--- config.mk ---
export PLATFORM = sky130hd
export DESIGN_NAME = qkd_key_sifter
export DESIGN_NICKNAME = d
export VERILOG_FILES = /design/src/rtl/qkd_key_sifter_pkg.sv /design/src/rtl/qkd_key_sifter_sat_counter.sv /design/src/rtl/qkd_key_sifter.sv
export SDC_FILE = /design/constraint.sdc
export NUM_CORES = 1
export LEC_CHECK = 0
export ABC_CLOCK_PERIOD_IN_PS = 3200
export CORE_MARGIN = 3
export CORE_UTILIZATION = 42
export CTS_CLUSTER_SIZE = 28
export DETAILED_ROUTE_END_ITERATION = 8
export GPL_TIMING_DRIVEN = 0
export HOLD_SLACK_MARGIN = 0.06
export PLACE_DENSITY = 0.71
export SLEW_MARGIN = 25
export SYNTH_ARGS = -nofsm -noshare
export SYNTH_HDL_FRONTEND = slang
export SYNTH_HIERARCHICAL = 1
export SYNTH_SLANG_ARGS = --single-unit
export TNS_END_PERCENT = 1
--- constraint.sdc ---
create_clock -name clk -period 3.2 [get_ports clk]
set_input_delay 0.48 -clock clk [delete_from_list [all_inputs] [get_ports clk]]
set_output_delay 0.48 -clock clk [all_outputs]
set_load 0.005 [all_outputs]
--- src/rtl/qkd_key_sifter_pkg.sv ---
// Shared definitions for the QKD key sifter: FSM state encoding, key word
// geometry and statistics counter width.
package qkd_sift_pkg;

  typedef enum logic [2:0] {
    IDLE    = 3'd0,
    COLLECT = 3'd1,
    JUDGE   = 3'd2,
    EMIT    = 3'd3,
    ABORT   = 3'd4
  } state_t;

  localparam int KEY_BYTES = 4;
  localparam int CNT_W     = 16;

endpackage

--- src/rtl/qkd_key_sifter_sat_counter.sv ---
// Saturating event counter: sticks at all-ones instead of wrapping.
module qkd_sat_counter #(
  parameter int WIDTH = 16
) (
  input  logic             clk,
  input  logic             rst,
  input  logic             clear,
  input  logic             inc,
  output logic [WIDTH-1:0] count
);

  // Count single-cycle events, holding at the maximum value.
  always_ff @(posedge clk or posedge rst) begin
    if (rst) begin
      count <= '0;
    end else if (clear) begin
      count <= '0;
    end else if (inc && (count != '1)) begin
      count <= count + WIDTH'(1);
    end
  end

endmodule

--- src/rtl/qkd_key_sifter.sv ---
// QKD key sifter: keeps rounds where both parties read in the same cycle,
// packs matching bytes into 32-bit key words and aborts on excessive QBER.
//
// state   | meaning
// --------+-----------------------------------------------------------
// IDLE    | waiting for round_start
// COLLECT | read window open, waiting for the first valid strobe
// JUDGE   | one cycle: compare captured bytes, update block statistics
// EMIT    | key word presented, waiting for key_ready
// ABORT   | error rate exceeded; sifter frozen until reset
module qkd_key_sifter
  import qkd_sift_pkg::*;
#(
  parameter int WINDOW     = 4,
  parameter int QBER_BLOCK = 16,
  parameter int QBER_MAX   = 2
) (
  input  logic             clk,
  input  logic             reset,
  input  logic             round_start,
  input  logic             valid_A,
  input  logic             valid_B,
  input  logic [7:0]       out_A,
  input  logic [7:0]       out_B,
  output logic             key_valid,
  input  logic             key_ready,
  output logic [31:0]      key_data,
  output logic [CNT_W-1:0] sifted_count,
  output logic [CNT_W-1:0] err_count,
  output logic [CNT_W-1:0] drop_count,
  output logic             qber_alarm
);

  state_t      state;
  logic [3:0]  wcnt;
  logic [7:0]  cap_a;
  logic [7:0]  cap_b;
  logic [23:0] acc;
  logic [2:0]  byte_idx;
  logic [7:0]  blk_cnt;
  logic [7:0]  blk_err;

  logic        match;
  logic [2:0]  idx_next;
  logic [7:0]  blk_cnt_next;
  logic [7:0]  blk_err_next;
  logic        blk_done;
  logic        abort_now;
  logic        word_done;
  logic [31:0] word_next;

  logic        inc_sifted;
  logic        inc_err;
  logic        inc_drop;

  // JUDGE-cycle arithmetic; the three oldest bytes live in acc, the fourth
  // comes straight from the capture register when a word completes.
  assign match        = (cap_a == cap_b);
  assign idx_next     = match ? byte_idx + 3'd1 : byte_idx;
  assign blk_cnt_next = blk_cnt + 8'd1;
  assign blk_err_next = match ? blk_err : blk_err + 8'd1;
  assign blk_done     = (blk_cnt_next == 8'(QBER_BLOCK));
  assign abort_now    = blk_done && (blk_err_next > 8'(QBER_MAX));
  assign word_done    = (idx_next == 3'(KEY_BYTES));
  assign word_next    = {acc, cap_a};

  // Statistics increment strobes decoded from the current state and inputs.
  always_comb begin
    inc_sifted = 1'b0;
    inc_err    = 1'b0;
    inc_drop   = 1'b0;
    case (state)
      COLLECT: begin
        if (round_start) begin
          inc_drop = 1'b1;
        end else if (valid_A && valid_B) begin
          inc_drop = 1'b0;
        end else if (valid_A || valid_B) begin
          inc_drop = 1'b1;
        end else if (wcnt == 4'(WINDOW - 1)) begin
          inc_drop = 1'b1;
        end
      end
      JUDGE: begin
        inc_sifted = 1'b1;
        inc_err    = !match;
        inc_drop   = round_start;
      end
      EMIT: begin
        inc_drop = round_start;
      end
      default: begin
        inc_drop = 1'b0;
      end
    endcase
  end

  // Main sequencer with registered key and alarm outputs.
  always_ff @(posedge clk or posedge reset) begin
    if (reset) begin
      state      <= IDLE;
      wcnt       <= '0;
      cap_a      <= '0;
      cap_b      <= '0;
      acc        <= '0;
      byte_idx   <= '0;
      blk_cnt    <= '0;
      blk_err    <= '0;
      key_valid  <= 1'b0;
      key_data   <= '0;
      qber_alarm <= 1'b0;
    end else begin
      case (state)
        IDLE: begin
          if (round_start) begin
            state <= COLLECT;
            wcnt  <= '0;
          end
        end
        COLLECT: begin
          // A new pair supersedes the open round, so it restarts the window.
          if (round_start) begin
            wcnt <= '0;
          end else if (valid_A && valid_B) begin
            cap_a <= out_A;
            cap_b <= out_B;
            state <= JUDGE;
          end else if (valid_A || valid_B) begin
            state <= IDLE;
          end else if (wcnt == 4'(WINDOW - 1)) begin
            state <= IDLE;
          end else begin
            wcnt <= wcnt + 4'd1;
          end
        end
        JUDGE: begin
          if (abort_now) begin
            state      <= ABORT;
            qber_alarm <= 1'b1;
            key_valid  <= 1'b0;
            key_data   <= '0;
            acc        <= '0;
            byte_idx   <= '0;
            blk_cnt    <= blk_cnt_next;
            blk_err    <= blk_err_next;
          end else begin
            blk_cnt <= blk_done ? 8'd0 : blk_cnt_next;
            blk_err <= blk_done ? 8'd0 : blk_err_next;
            if (word_done) begin
              key_data  <= word_next;
              key_valid <= 1'b1;
              acc       <= '0;
              byte_idx  <= '0;
              state     <= EMIT;
            end else begin
              if (match) begin
                acc <= word_next[23:0];
              end
              byte_idx <= idx_next;
              state    <= IDLE;
            end
          end
        end
        EMIT: begin
          if (key_ready) begin
            key_valid <= 1'b0;
            state     <= IDLE;
          end
        end
        ABORT: begin
          qber_alarm <= 1'b1;
          key_valid  <= 1'b0;
          key_data   <= '0;
          acc        <= '0;
        end
        default: begin
          state <= IDLE;
        end
      endcase
    end
  end

  qkd_sat_counter #(.WIDTH(CNT_W)) u_sifted_cnt (
    .clk   (clk),
    .rst   (reset),
    .clear (1'b0),
    .inc   (inc_sifted),
    .count (sifted_count)
  );

  qkd_sat_counter #(.WIDTH(CNT_W)) u_err_cnt (
    .clk   (clk),
    .rst   (reset),
    .clear (1'b0),
    .inc   (inc_err),
    .count (err_count)
  );

  qkd_sat_counter #(.WIDTH(CNT_W)) u_drop_cnt (
    .clk   (clk),
    .rst   (reset),
    .clear (1'b0),
    .inc   (inc_drop),
    .count (drop_count)
  );

endmodule

==> out/metrics.cfg <==
[place]
dpl-instance-area_um2 = 9030
dp.cells = 1042
routabilityCongestion = 0.795
hpwlAfterDp_mm = 12.1
pre_cts_slack_ps = 135
io_buffers = 103

[yosys]
synth_flop_cell = dfrtp_1
syn-cell-area_um2 = 7680
yosys.area.top_type = dfrtp_1
async_reset_ff_frac = 1.00
ys_ff_latch = 148
synth_area_leaders = dfrtp_1, mux2i_1, o2bb2ai_2, mux2_2, a21oi_1
yosysSeqAreaShare = 0.482
netlist_instances = 711
synth_edf_count = 0
syn_area_per_cell_um2 = 10.8
ys_warn_count = 6
synth_top_area_frac = 0.482
ys_types = 69
synth_common_cells = dfrtp_1, a21oi_1, nand2_1
synth_most_common_cell = dfrtp_1

[layout]
fin_util = 0.547
final_layout_size_suffix_gt1_frac = 0.159
num_antenna_cells = 0
fin_cells = 1076
final_cell_area_um2 = 9630
fillers = 1529
fin_nets = 867
area_growth_pct = 25.4

[timing]
finalCritPeriodShare = 0.930
rsz0062_at_grt = yes
fin_skew_ps = 7.86
hold_viol_final = 0
slew_headroom = 0.508
max_freq_ghz = 0.336
finalWorstSetupSlack_ps = 225
maxSlewViolCount = 0
fin_crit_ps = 2970
setup_tns_ps = 0
tightest_slew_ps = 731
setup_viol = 0

[routing]
ant_nets = 0
dr_total_vias = 5975
first_pass_iters = 5
avgRoutedWirePerCell_um = 15.9
drc = 0
drtIter0Drc = 337
totalWireLength_mm = 17.1
via_per_inst = 5.55

[worst_setup_path]
r2r-end = u_err_cnt/count[13]$_DFFE_PP0P_
reg2reg_depth = 11
r2r_slack_ps = 230
critPathKind = register to register
cp-end-kind = register
worstPathMaxFanout = 8
r2r_start = state[2]$_DFFE_PP0P_
cp.required_ps = 3540
critPathLaunchType = register
cp.arrival_ps = 3320

[clocking]
holdBufCountCts = 0
cts_inserted_buffers = 17
path_clk_slew_ps = 60
cts_tree = yes
htreeDepth = 4
cts_root_buf = clkbuf_16
clock-sinks = 148
clk_path_buf_depth = 2
clk_latency_ps = 420

[global_route]
use_met2 = 0.276
grt.busiest_layer = met2
grt_max_degree = 55
grt_use_total = 0.178
grt_pass1_wl_mm = 29.2
grt_pass1_vias = 5714
grt_util_met1 = 0.257
antenna_found_initial = 0
grt_remaining_overflow = 0
grt_util_met3 = 0.0299

[hold_path]
hold_end = blk_cnt[7]$_DFFE_PP0P_
hold_depth = 1
hp-class = register to register
min_from = blk_cnt[7]$_DFFE_PP0P_

[die]
core-area_um2 = 17600
die_area_um2 = 20000
rows = 48
die_h_um = 141
io_pins = 104
start_util = 0.437
die_w_um = 141

[power_and_ir_drop]
power_density_nw_per_um2 = 477
peakVddDrop_uv = 396
leakage_nw = 3.91

[flow_run]
cap_viol_max_count = 0

[run_status]
status = finished clean

==> metal layers <==
metal  up-vias  wire (um)  share of wire
li1       2908          -              -
met1      2934       8200           0.48
met2       124       8190           0.48
met3         9        588          0.034
met4         0        104         0.0061
met5         -          0              0
==> how the worst max path moves through the flow <==
stage | from | end
4_1_cts | state[1]$_DFFE_PP0P_ | u_err_cnt/count[13]$_DFFE_PP0P_
5_1_grt | state[2]$_DFFE_PP0P_ | u_err_cnt/count[13]$_DFFE_PP0P_
3_5_place_dp | state[1]$_DFFE_PP0P_ | u_err_cnt/count[13]$_DFFE_PP0P_
3_3_place_gp | reset | cap_b[6]$_DFFE_PP0P_
2_1_floorplan | reset | acc[0]$_DFFE_PP0P_
6_report | state[2]$_DFFE_PP0P_ | u_err_cnt/count[13]$_DFFE_PP0P_
==> cell usage in the layout, fill, tap and decap left out, types with 4 or more instances in the layout <==
| cell | Yosys | final |
|---|---|---|
| dfrtp_1 | 148 | 148 |
| clkdlybuf4s50_1 | 0 | 103 |
| nand2_1 | 42 | 42 |
| a21oi_1 | 42 | 42 |
| inv_1 | 40 | 38 |
| nor3_1 | 34 | 34 |
| mux2i_1 | 32 | 32 |
| nand3_1 | 26 | 26 |
| nor2_1 | 24 | 24 |
| mux2_2 | 22 | 22 |
| o21ai_0 | 21 | 21 |
| o2bb2ai_2 | 20 | 20 |
| or3_1 | 20 | 20 |
| or4_1 | 19 | 19 |
| nand4_1 | 18 | 18 |
| clkbuf_16 | 0 | 17 |
| xnor2_1 | 15 | 15 |
| o31ai_1 | 15 | 15 |
| nand2b_1 | 12 | 12 |
| nor2b_1 | 11 | 11 |
| clkbuf_1 | 11 | 10 |
| xor2_1 | 10 | 10 |
| a32o_1 | 9 | 9 |
| nor4_1 | 9 | 9 |
| buf_4 | 5 | 8 |
| nor3_2 | 8 | 8 |
| inv_6 | 0 | 7 |
| ha_1 | 7 | 7 |
| buf_6 | 6 | 6 |
| o2bb2ai_1 | 6 | 6 |
| o41ai_1 | 6 | 6 |
| and3_1 | 5 | 5 |
| a31oi_1 | 5 | 5 |
| and4_1 | 4 | 4 |
| buf_2 | 4 | 4 |
| or4_4 | 4 | 4 |
==> state kept, by name (all words and copies together) (netlist names), 4 cells and up <==
register / count
u_err_cnt/count: 16
acc: 24
cap_b: 8
key_data: 32
cap_a: 8
u_drop_cnt/count: 16
wcnt: 4
blk_cnt: 8
blk_err: 8
u_sifted_cnt/count: 16
==> power by group <==
| part | internal, mW | switching [mW] |
|---|---|---|
| clock | 1.11 | 0.827 |
| sequential | 1.98 | 0.123 |
| combinational | 0.269 | 0.287 |
==> critical path, cell delays in order (launching register included) <==
cell	delay, ps
dfrtp_1	360
clkbuf_1	190
nor2_1	140
nand2_1	130
inv_1	140
o21ai_1	240
inv_2	180
clkbuf_2	230
nand3_1	220
or4_4	500
or4_1	410
a21oi_1	150
==> final cells by class <==
type / count / area (um2) / share of cell area
tap: 225 / 282 / 0.0292
clock buffer: 18 / 439 / 0.0456
timing repair buffer: 107 / 1080 / 0.112
inverter: 40 / 155 / 0.0161
multi-input combinational: 490 / 3590 / 0.373
clock inverter: 14 / 140 / 0.0145
sequential: 148 / 3700 / 0.384
buffer: 34 / 243 / 0.0252
==> per-stage QoR <==
step	hold slack [ps]	total power, mW
after floorplan	394	2.52
final	470	4.60
after CTS	473	4.63
after detailed placement	461	2.68
after global placement	454	2.66
after global routing	487	4.81
==> cells by family (layout without fill, tap and decap cells) <==
logic type                 count (synthesis)  in the layout  synth area share
buffers and inverters                     75            213            0.0516
AOI/OAI and AO/OA                        143            143             0.151
xor gates and xnor gates                  25             25            0.0285
other                                      1              3          0.000488
muxes                                     54             54            0.0739
adders and majority gates                  7              7            0.0114
and+or+nand+nor                          258            258             0.201
DFF                                      148            148             0.482
==> timing repair <==
action / in CTS / in global routing
endpoints found under the setup margin: 0 / 4
setup buffers: 0 / 3
gates resized for setup: 0 / 1
endpoints found under the hold margin: 0 / 0
Power figures use the tool's default switching activity.
